<file path="src/rtl/avmm_host_bridge_pkg.sv">
// Shared types and constants for the Avalon-MM host bridge.
package avmm_host_bridge_pkg;

  localparam int unsigned MID_W  = 2;
  localparam int unsigned VID_W  = 12;
  localparam int unsigned DATA_W = 32;
  localparam int unsigned ADDR_W = 16;
  localparam int unsigned CNT_W  = 16;

  // Control variable ids understood by the program-logic slave
  localparam logic [VID_W-1:0] APPLY_UPDATES = 12'd9;
  localparam logic [VID_W-1:0] DROP_UPDATES  = 12'd10;
  localparam logic [VID_W-1:0] CONTINUE      = 12'd12;
  localparam logic [VID_W-1:0] RESET         = 12'd13;
  localparam logic [VID_W-1:0] OPEN_LOOP     = 12'd15;

  typedef enum logic [1:0] {
    IDLE  = 2'd0,
    ISSUE = 2'd1,
    RESP  = 2'd2,
    GAP   = 2'd3
  } state_e;

  typedef struct packed {
    logic              write;
    logic [MID_W-1:0]  mid;
    logic [VID_W-1:0]  vid;
    logic [DATA_W-1:0] data;
  } cmd_t;

  function automatic logic [ADDR_W-1:0] make_addr(input logic [MID_W-1:0] mid,
                                                  input logic [VID_W-1:0] vid);
    return {{(ADDR_W - MID_W - VID_W){1'b0}}, mid, vid};
  endfunction

endpackage

</file>
<file path="src/rtl/avmm_host_bridge_timer.sv">
// Loadable, zero-saturating down-counter used for both the idle gap and the transfer timeout.
module avmm_host_bridge_timer
  import avmm_host_bridge_pkg::*;
(
  input  logic             clk,
  input  logic             reset,
  input  logic             load_i,
  input  logic [CNT_W-1:0] load_val_i,
  input  logic             dec_i,
  output logic [CNT_W-1:0] cnt_o
);

  logic [CNT_W-1:0] cnt_q, cnt_d;

  always_comb begin
    cnt_d = cnt_q;
    if (load_i) begin
      cnt_d = load_val_i;
    end else if (dec_i && (cnt_q != '0)) begin
      cnt_d = cnt_q - CNT_W'(1);
    end
  end

  always_ff @(posedge clk) begin
    if (!reset) begin
      cnt_q <= '0;
    end else begin
      cnt_q <= cnt_d;
    end
  end

  assign cnt_o = cnt_q;

endmodule

</file>
<file path="src/rtl/avmm_host_bridge.sv">
// Host command stream to single Avalon-MM transfer, with forced idle gap and timeout.
// Define AVMM_HOST_BRIDGE_STATS_EN to add transfer/timeout/wait statistics outputs.
module avmm_host_bridge
  import avmm_host_bridge_pkg::*;
#(
  parameter int unsigned GAP_CYCLES     = 1,
  parameter int unsigned TIMEOUT_CYCLES = 4096
) (
  input  logic              clk,
  input  logic              reset,
  input  logic              cmd_valid,
  output logic              cmd_ready,
  input  logic              cmd_write,
  input  logic [MID_W-1:0]  cmd_mid,
  input  logic [VID_W-1:0]  cmd_vid,
  input  logic [DATA_W-1:0] cmd_data,
  output logic              rsp_valid,
  input  logic              rsp_ready,
  output logic [DATA_W-1:0] rsp_data,
  output logic              rsp_error,
  output logic [ADDR_W-1:0] m_address,
  output logic              m_read,
  output logic              m_write,
  output logic [DATA_W-1:0] m_writedata,
  input  logic [DATA_W-1:0] m_readdata,
`ifdef AVMM_HOST_BRIDGE_STATS_EN
  output logic [31:0]       stat_xfers,
  output logic [15:0]       stat_timeouts,
  output logic [31:0]       stat_wait,
`endif
  input  logic              m_waitrequest
);

  localparam logic TMO_EN = (TIMEOUT_CYCLES != 0);

  state_e            state_q, state_d;
  logic              cmd_ready_q, cmd_ready_d;
  logic              first_q, first_d;
  logic              rsp_valid_q, rsp_valid_d;
  logic              rsp_error_q, rsp_error_d;
  logic [DATA_W-1:0] rsp_data_q, rsp_data_d;
  logic              m_read_q, m_read_d;
  logic              m_write_q, m_write_d;
  logic [ADDR_W-1:0] m_address_q, m_address_d;
  logic [DATA_W-1:0] m_writedata_q, m_writedata_d;
  logic              tmr_load, tmr_dec;
  logic [CNT_W-1:0]  tmr_val, tmr_cnt;
  cmd_t              cmd_in;

  assign cmd_in = {cmd_write, cmd_mid, cmd_vid, cmd_data};

  avmm_host_bridge_timer u_timer (
    .clk        (clk),
    .reset      (reset),
    .load_i     (tmr_load),
    .load_val_i (tmr_val),
    .dec_i      (tmr_dec),
    .cnt_o      (tmr_cnt)
  );

  always_comb begin
    state_d       = state_q;
    first_d       = 1'b0;
    rsp_valid_d   = rsp_valid_q;
    rsp_error_d   = rsp_error_q;
    rsp_data_d    = rsp_data_q;
    m_read_d      = m_read_q;
    m_write_d     = m_write_q;
    m_address_d   = m_address_q;
    m_writedata_d = m_writedata_q;
    tmr_load      = 1'b0;
    tmr_dec       = 1'b0;
    tmr_val       = '0;
    unique case (state_q)
      IDLE: begin
        if (cmd_valid && cmd_ready_q) begin
          m_read_d      = !cmd_in.write;
          m_write_d     = cmd_in.write;
          m_address_d   = make_addr(cmd_in.mid, cmd_in.vid);
          m_writedata_d = cmd_in.write ? cmd_in.data : '0;
          tmr_load      = 1'b1;
          tmr_val       = CNT_W'(TIMEOUT_CYCLES);
          first_d       = 1'b1;
          state_d       = ISSUE;
        end
      end
      ISSUE: begin
        tmr_dec = 1'b1;
        // First ISSUE cycle still sees the slave's idle waitrequest, so skip it
        if (!first_q && !m_waitrequest) begin
          rsp_data_d  = m_read_q ? m_readdata : '0;
          rsp_error_d = 1'b0;
          rsp_valid_d = 1'b1;
          m_read_d    = 1'b0;
          m_write_d   = 1'b0;
          state_d     = RESP;
        end else if (TMO_EN && (tmr_cnt == CNT_W'(1))) begin
          rsp_data_d  = '0;
          rsp_error_d = 1'b1;
          rsp_valid_d = 1'b1;
          m_read_d    = 1'b0;
          m_write_d   = 1'b0;
          state_d     = RESP;
        end
      end
      RESP: begin
        if (rsp_ready) begin
          rsp_valid_d = 1'b0;
          tmr_load    = 1'b1;
          tmr_val     = CNT_W'(GAP_CYCLES);
          state_d     = GAP;
        end
      end
      GAP: begin
        tmr_dec = 1'b1;
        if (tmr_cnt <= CNT_W'(1)) begin
          state_d = IDLE;
        end
      end
      default: state_d = IDLE;
    endcase
    cmd_ready_d = (state_d == IDLE);
  end

  always_ff @(posedge clk) begin
    if (!reset) begin
      state_q       <= IDLE;
      cmd_ready_q   <= 1'b0;
      first_q       <= 1'b0;
      rsp_valid_q   <= 1'b0;
      rsp_error_q   <= 1'b0;
      rsp_data_q    <= '0;
      m_read_q      <= 1'b0;
      m_write_q     <= 1'b0;
      m_address_q   <= '0;
      m_writedata_q <= '0;
    end else begin
      state_q       <= state_d;
      cmd_ready_q   <= cmd_ready_d;
      first_q       <= first_d;
      rsp_valid_q   <= rsp_valid_d;
      rsp_error_q   <= rsp_error_d;
      rsp_data_q    <= rsp_data_d;
      m_read_q      <= m_read_d;
      m_write_q     <= m_write_d;
      m_address_q   <= m_address_d;
      m_writedata_q <= m_writedata_d;
    end
  end

  assign cmd_ready   = cmd_ready_q;
  assign rsp_valid   = rsp_valid_q;
  assign rsp_error   = rsp_error_q;
  assign rsp_data    = rsp_data_q;
  assign m_read      = m_read_q;
  assign m_write     = m_write_q;
  assign m_address   = m_address_q;
  assign m_writedata = m_writedata_q;

`ifdef AVMM_HOST_BRIDGE_STATS_EN
  logic        xfer_done, xfer_tmo;
  logic [31:0] xfers_q, wait_q;
  logic [15:0] tmos_q;

  assign xfer_done = (state_q == ISSUE) && (state_d == RESP) && !rsp_error_d;
  assign xfer_tmo  = (state_q == ISSUE) && (state_d == RESP) && rsp_error_d;

  always_ff @(posedge clk) begin
    if (!reset) begin
      xfers_q <= '0;
      tmos_q  <= '0;
      wait_q  <= '0;
    end else begin
      if (xfer_done) xfers_q <= xfers_q + 32'd1;
      if (xfer_tmo) tmos_q <= tmos_q + 16'd1;
      if (state_q == ISSUE) wait_q <= wait_q + 32'd1;
    end
  end

  assign stat_xfers    = xfers_q;
  assign stat_timeouts = tmos_q;
  assign stat_wait     = wait_q;
`endif

endmodule

</file>
<file path="config.mk">
export PLATFORM = sky130hd
export DESIGN_NAME = avmm_host_bridge
export DESIGN_NICKNAME = d
export VERILOG_FILES = /design/src/rtl/avmm_host_bridge_pkg.sv /design/src/rtl/avmm_host_bridge_timer.sv /design/src/rtl/avmm_host_bridge.sv
export SDC_FILE = /design/constraint.sdc
export NUM_CORES = 1
export LEC_CHECK = 0
export ABC_AREA = 1
export CAP_MARGIN = 20
export CORE_MARGIN = 2
export CORE_UTILIZATION = 36
export CTS_CLUSTER_DIAMETER = 120
export CTS_CLUSTER_SIZE = 24
export DETAILED_ROUTE_END_ITERATION = 10
export PLACE_DENSITY = 0.8
export SYNTH_ARGS = -nofsm -noshare
export SYNTH_HDL_FRONTEND = slang
export SYNTH_HIERARCHICAL = 1
export SYNTH_SLANG_ARGS = --single-unit
</file>
<file path="constraint.sdc">
create_clock -name clk -period 1.8 [get_ports clk]
set_input_delay 0.45 -clock clk [delete_from_list [all_inputs] [get_ports clk]]
set_output_delay 0.45 -clock clk [all_outputs]
set_load 0.05 [all_outputs]
</file>
* Word-level counts from Yosys, hierarchy flattened
Index checks and enable logic that the tools add are counted.
W data, S select, Z words.
** Cells by class
- $lt $le $gt $ge :: 1
- Equality and inequality tests :: 7
- Mux-type cells :: 30
- $add $sub $neg :: 1
- Reductions and logical operators :: 19
** Operators with widths (number)
- $mux W32 :: 4
- $mux W16 :: 2
- $pmux W13 S2 :: 1
- $eq A16 B1 Y1 const B :: 1
- $le A16 B1 Y1 const B :: 1
- $reduce_bool A16 Y1 :: 1
- $sub A16 B1 Y16 const B :: 1
- $mux W13 :: 1
- $mux W1 :: 12
- $mux W2 :: 5
- $pmux W1 S2 :: 4
- $pmux W2 S4 :: 1
- $reduce_bool A2 Y1 :: 4
- $reduce_and A2 Y1 :: 3
- $reduce_and A3 Y1 :: 2
- $eq A2 B2 Y1 const B :: 2
- $logic_not A2 Y1 :: 2
- $ne A2 B2 Y1 const B :: 2
- $logic_and A1 B1 Y1 :: 3
- $logic_not A1 Y1 :: 3
- $ne A3 B3 Y1 const B :: 1
- $eq A2 B1 Y1 const B :: 1
- $reduce_or A2 Y1 :: 1
** Word-level totals
- Flip-flop bits (word level) :: 102
- Output and inout port bits :: 85

* Depth between registers and ports, before layout
- Word-level depth :: 6
- Gate-level depth with buffers :: 12
- Depth with buffers taken out :: 11

* By module
Netlist, hierarchy kept.
** By module, submodules not included
- avmm_host_bridge :: area each 3275.6 um2, cells each 422, times used 1
- avmm_host_bridge_timer :: area each 1161.1 um2, cells each 195, times used 1

* Worst setup path before layout
OpenSTA, ideal clock, no wires.
- Path type :: reg-to-reg
- Start :: reg cmd_ready_q (netlist: cmd_ready)
- End :: reg u_timer.cnt_q[6] (netlist: u_timer/cnt_o[6])
- Data arrival time :: 1.894 ns
- Slack :: -0.213 ns
- Cell stages (with the launch flop) :: 10
- Data required time :: 1.681 ns
- Library setup time :: 0.119 ns
- Cells stage by stage :: dfxtp_1 -> nand3_2 -> clkbuf_1 -> nand2_1 -> buf_2 -> inv_1 -> buf_2 -> buf_2 -> o21ai_0 -> a21oi_1
** Between the ends
- Word-level cells in the longest chain between the ends :: 4
- Elaborated cells between the ends (all ways) :: 5
- Those cells by class :: mux (3); reduce/logical (2)
** RTL lines
- start, declared :: line avmm_host_bridge.sv:37 : logic cmd_ready_q, cmd_ready_d;
- start signal, assigned :: line avmm_host_bridge.sv:139 : cmd_ready_q <= cmd_ready_d;
- $logic_and A1 B1 Y1 (*) :: line avmm_host_bridge.sv:76 : if (cmd_valid && cmd_ready_q) begin
- $mux W1 (*) :: line avmm_host_bridge.sv:76
- $pmux W1 S2 (*) :: line avmm_host_bridge.sv:74 : unique case (state_q)
- named net tmr_load :: line avmm_host_bridge.sv:46 : logic tmr_load, tmr_dec;
- $mux W16 or $reduce_bool A2 Y1 (tied branches)
- end signal, assigned :: line avmm_host_bridge_timer.sv:28 : cnt_q <= cnt_d;
- end, declared :: line avmm_host_bridge_timer.sv:13 : logic [CNT_W-1:0] cnt_q, cnt_d;
The timed path passes the listed nets; every way through them passes the cells marked *.
A chain may end at the register's enable or synchronous reset.

* Worst setup path in the final report
- Start :: reg u_timer.cnt_q[0] (netlist: u_timer/cnt_o[0])
- End :: reg u_timer.cnt_q[1] (netlist: u_timer/cnt_o[1])
** Between the ends
- Word-level cells in the longest chain between the ends :: 3
- Elaborated cells between the ends (all ways) :: 6
- Those cells by class :: add/sub (1); mux (2); reduce/logical (3)
** RTL lines
- $sub A16 B1 Y16 or $reduce_bool A16 Y1 (tied branches) :: line avmm_host_bridge_timer.sv:20, avmm_host_bridge_timer.sv:19
- $mux W16 or $logic_and A1 B1 Y1 (tied branches) :: line avmm_host_bridge_timer.sv:19 : end else if (dec_i && (cnt_q != '0)) begin
- $mux W16 or $reduce_bool A2 Y1 (tied branches)
Parallel ways exist; a longest one is shown, timed or not. The select of a mux whose other input is x is not followed.

==> reports/results.txt <==
Die footprint - 0.01323 mm^2
Crit path max fanout - 8
N_diodes - 0
Clock Tree Buf Depth - 2
Pwr per Cell Area - 1183 mW/mm^2
Worst setup path class - flop to flop
Leading area contributor after synthesis - dfxtp_1
Worst Path Arrival - 1.87 ns
DR pass1 iterations - 5
Total Wirelength - 12.34 mm
Clock Skew - 0.005743 ns
Unrepaired setup endpoints after global routing - false
Starting Density - 36.94%
Worst Path Required - 2.05 ns
Met2 wire length - 5.696 mm
Final hold violation count - 0
Setup violators final - 0
CORE AREA - 0.01201 mm^2
Final Wtd Congestion - 0.9068
CTS tree - built
Status - finished, final reports clean
Fin crit share - 90.11%
Pin count of the biggest net entering global routing - 36
Setup slack after layout - 0.1780 ns
Initial DRC Count - 316
Synth Instances - 617
FF+latch count, synth - 102
Area Growth Syn to Fin - 46.33%
Fin Setup TNS - 0 ns
Initial antenna violation count - 0
Grt ovf - 0
Root buffer cell - clkbuf_16
DR WL met3 - 924 um
Worst-path clk slew - 0.07 ns
Yosys warnings - 6
Count leader, synth - nand2_1
Residual DRC - 0
Fin util - 54.05%
Via count - 4,609
Share of the synthesized area in the top cell type - 46.02%
GRT Overall Usage - 18.53%
Wirelength per Cell - 13.03 um
Final Max Tran Viols - 0
Number of synthesized flops with an enable pin - 0
Peak supply drop - 0.6779 mV
Layout filler cell count - 1,132
Syn Area/Cell - 7.191 um^2
Worst-Skew Late Latency - 0.35 ns
Min-delay worst type - flop to flop
Placed insts - 931
Layout Nets - 880
Port bufs - 166
Die Wd - 115.0 um
Yosys cell types - 32
Layout cells sized above 1 - 19.00%
DRT met1 WL - 5.422 mm
Die height - 115.0 um
Clock Sinks - 102
Postcts setup bufs - 0
Vias in the first global route - 4,150
Non-filler cells, final - 947
CP startpoint kind - flop
Global-route wire length before repair - 19.79 mm
Total power - 7.681 mW
Top area cells in the synthesized netlist - dfxtp_1 (46%), nand2_1 (13%), nand3_1 (10%)
Row cnt - 40
Max_cap viols - 0
H-tree levels - 3
Highest metal used - met4
Top_reg_cell synth - dfxtp_1
Vias per Instance - 4.867
Dpl cell area - 0.006160 mm^2
# IOs - 169
Final Cell Area - 0.006492 mm^2
Final min period - 1.622 ns
DP Wirelength - 8.838 mm
Syn Std Cell Area - 0.004437 mm^2
TritonCTS buffer count - 9
Synth cell count leaders - nand2_1 (153), dfxtp_1 (102), nand3_1 (89), nor2_1 (81), a21oi_1 (43)
Place WS - -0.03282 ns
Fmax - 616.5 MHz
Antenna-violating nets left - 0
Hold WS - 0.4552 ns
Pleak - 2.952 nW
Kind of end point of the critical path - flop
Async S/R FF share, synth - 0%
Post-synthesis sequential area ratio - 46.02%
sequential cells by signal, summed over array words and instances (netlist names), 2 cells and up:
register	flops
m_address	14
state_q	2
rsp_data	32
u_timer/cnt_o	16
m_writedata	32
critical path: stages (launching register included):
cell and delay (ns):
dfxtp_1 0.35, inv_2 0.09, ha_2 0.21, nand2_2 0.09, nor2_4 0.12, nand2_2 0.08, nand2_4 0.12, nand2_2 0.11
buf_4 0.17, o21ai_1 0.11, a21oi_1 0.05
power breakdown:
group | total [mW] | switching, mW | internal (mW)
registers | 2.69 | 0.216 | 2.47
clock network | 2.16 | 0.922 | 1.24
logic | 2.83 | 1.76 | 1.08
total | 7.68 | 2.89 | 4.79
area by class of cell:
type / instances / area, um^2 / area share (%)
Clock inverter: 7 / 102.6 / 1.580
Multi-Input combinational cell: 461 / 2108 / 32.47
Timing Repair Buffer: 195 / 1729 / 26.63
Tap cell: 147 / 183.9 / 2.833
Sequential cell: 102 / 2046 / 31.51
Inverter: 26 / 97.59 / 1.503
Clock buffer: 9 / 225.2 / 3.469
placed cells by master, fill, tap and decap left out, drive strengths merged:
cell type      instances
nand2                160
buf                  113
dfxtp                102
nand3                 90
nor2                  88
clkdlybuf4s50         82
a21oi                 43
inv                   28
o21ai                 26
nand4                 23
conb                  16
clkbuf                 9
nand3b                 4
clkinv                 3
bufinv                 2
xor2                   2
xnor2                  2
nor3                   2
o21bai                 2
or2                    1
o21a                   1
ha                     1
cell families (layout without fill, tap and decap cells):
family / after synthesis / after routing / share of synthesized area, %
AO/OA/AOI/OAI: 72 / 72 / 8.376
buffers and inverters: 69 / 237 / 7.840
adder cells (fa/ha/maj): 1 / 1 / 0.2820
AND/OR/NAND/NOR: 368 / 368 / 36.60
other: 1 / 16 / 0.08452
flip-flops: 102 / 102 / 46.02
XOR/XNOR: 4 / 4 / 0.7898
routing by layer:
metal,vias to the layer above,track usage (%)
li1,2357,-
met1,2061,23.29
met2,168,29.25
met3,23,5.271
met4,0,9.076
met5,-,0
worst paths after layout:
kind	start	to	slack (ns)	depth (start not counted)
worst max-delay path	u_timer/cnt_o[0]$_SDFFE_PN0P_	u_timer/cnt_o[1]$_SDFFE_PN0P_	0.18	10
worst max register to register	u_timer/cnt_o[0]$_SDFFE_PN0P_	u_timer/cnt_o[1]$_SDFFE_PN0P_	0.18	10
worst min register to register	rsp_error$_SDFFE_PN0P_	rsp_error$_SDFFE_PN0P_	0.46	2
worst min-delay path	rsp_error$_SDFFE_PN0P_	rsp_error$_SDFFE_PN0P_	0.46	2
timing repair:
item | 4_1_cts | 5_1_grt
resized for setup | 0 | 3
setup endpoints to repair | 0 | 6
hold buffers | 0 | 0
No activity file was read; power rests on OpenSTA's default activity.
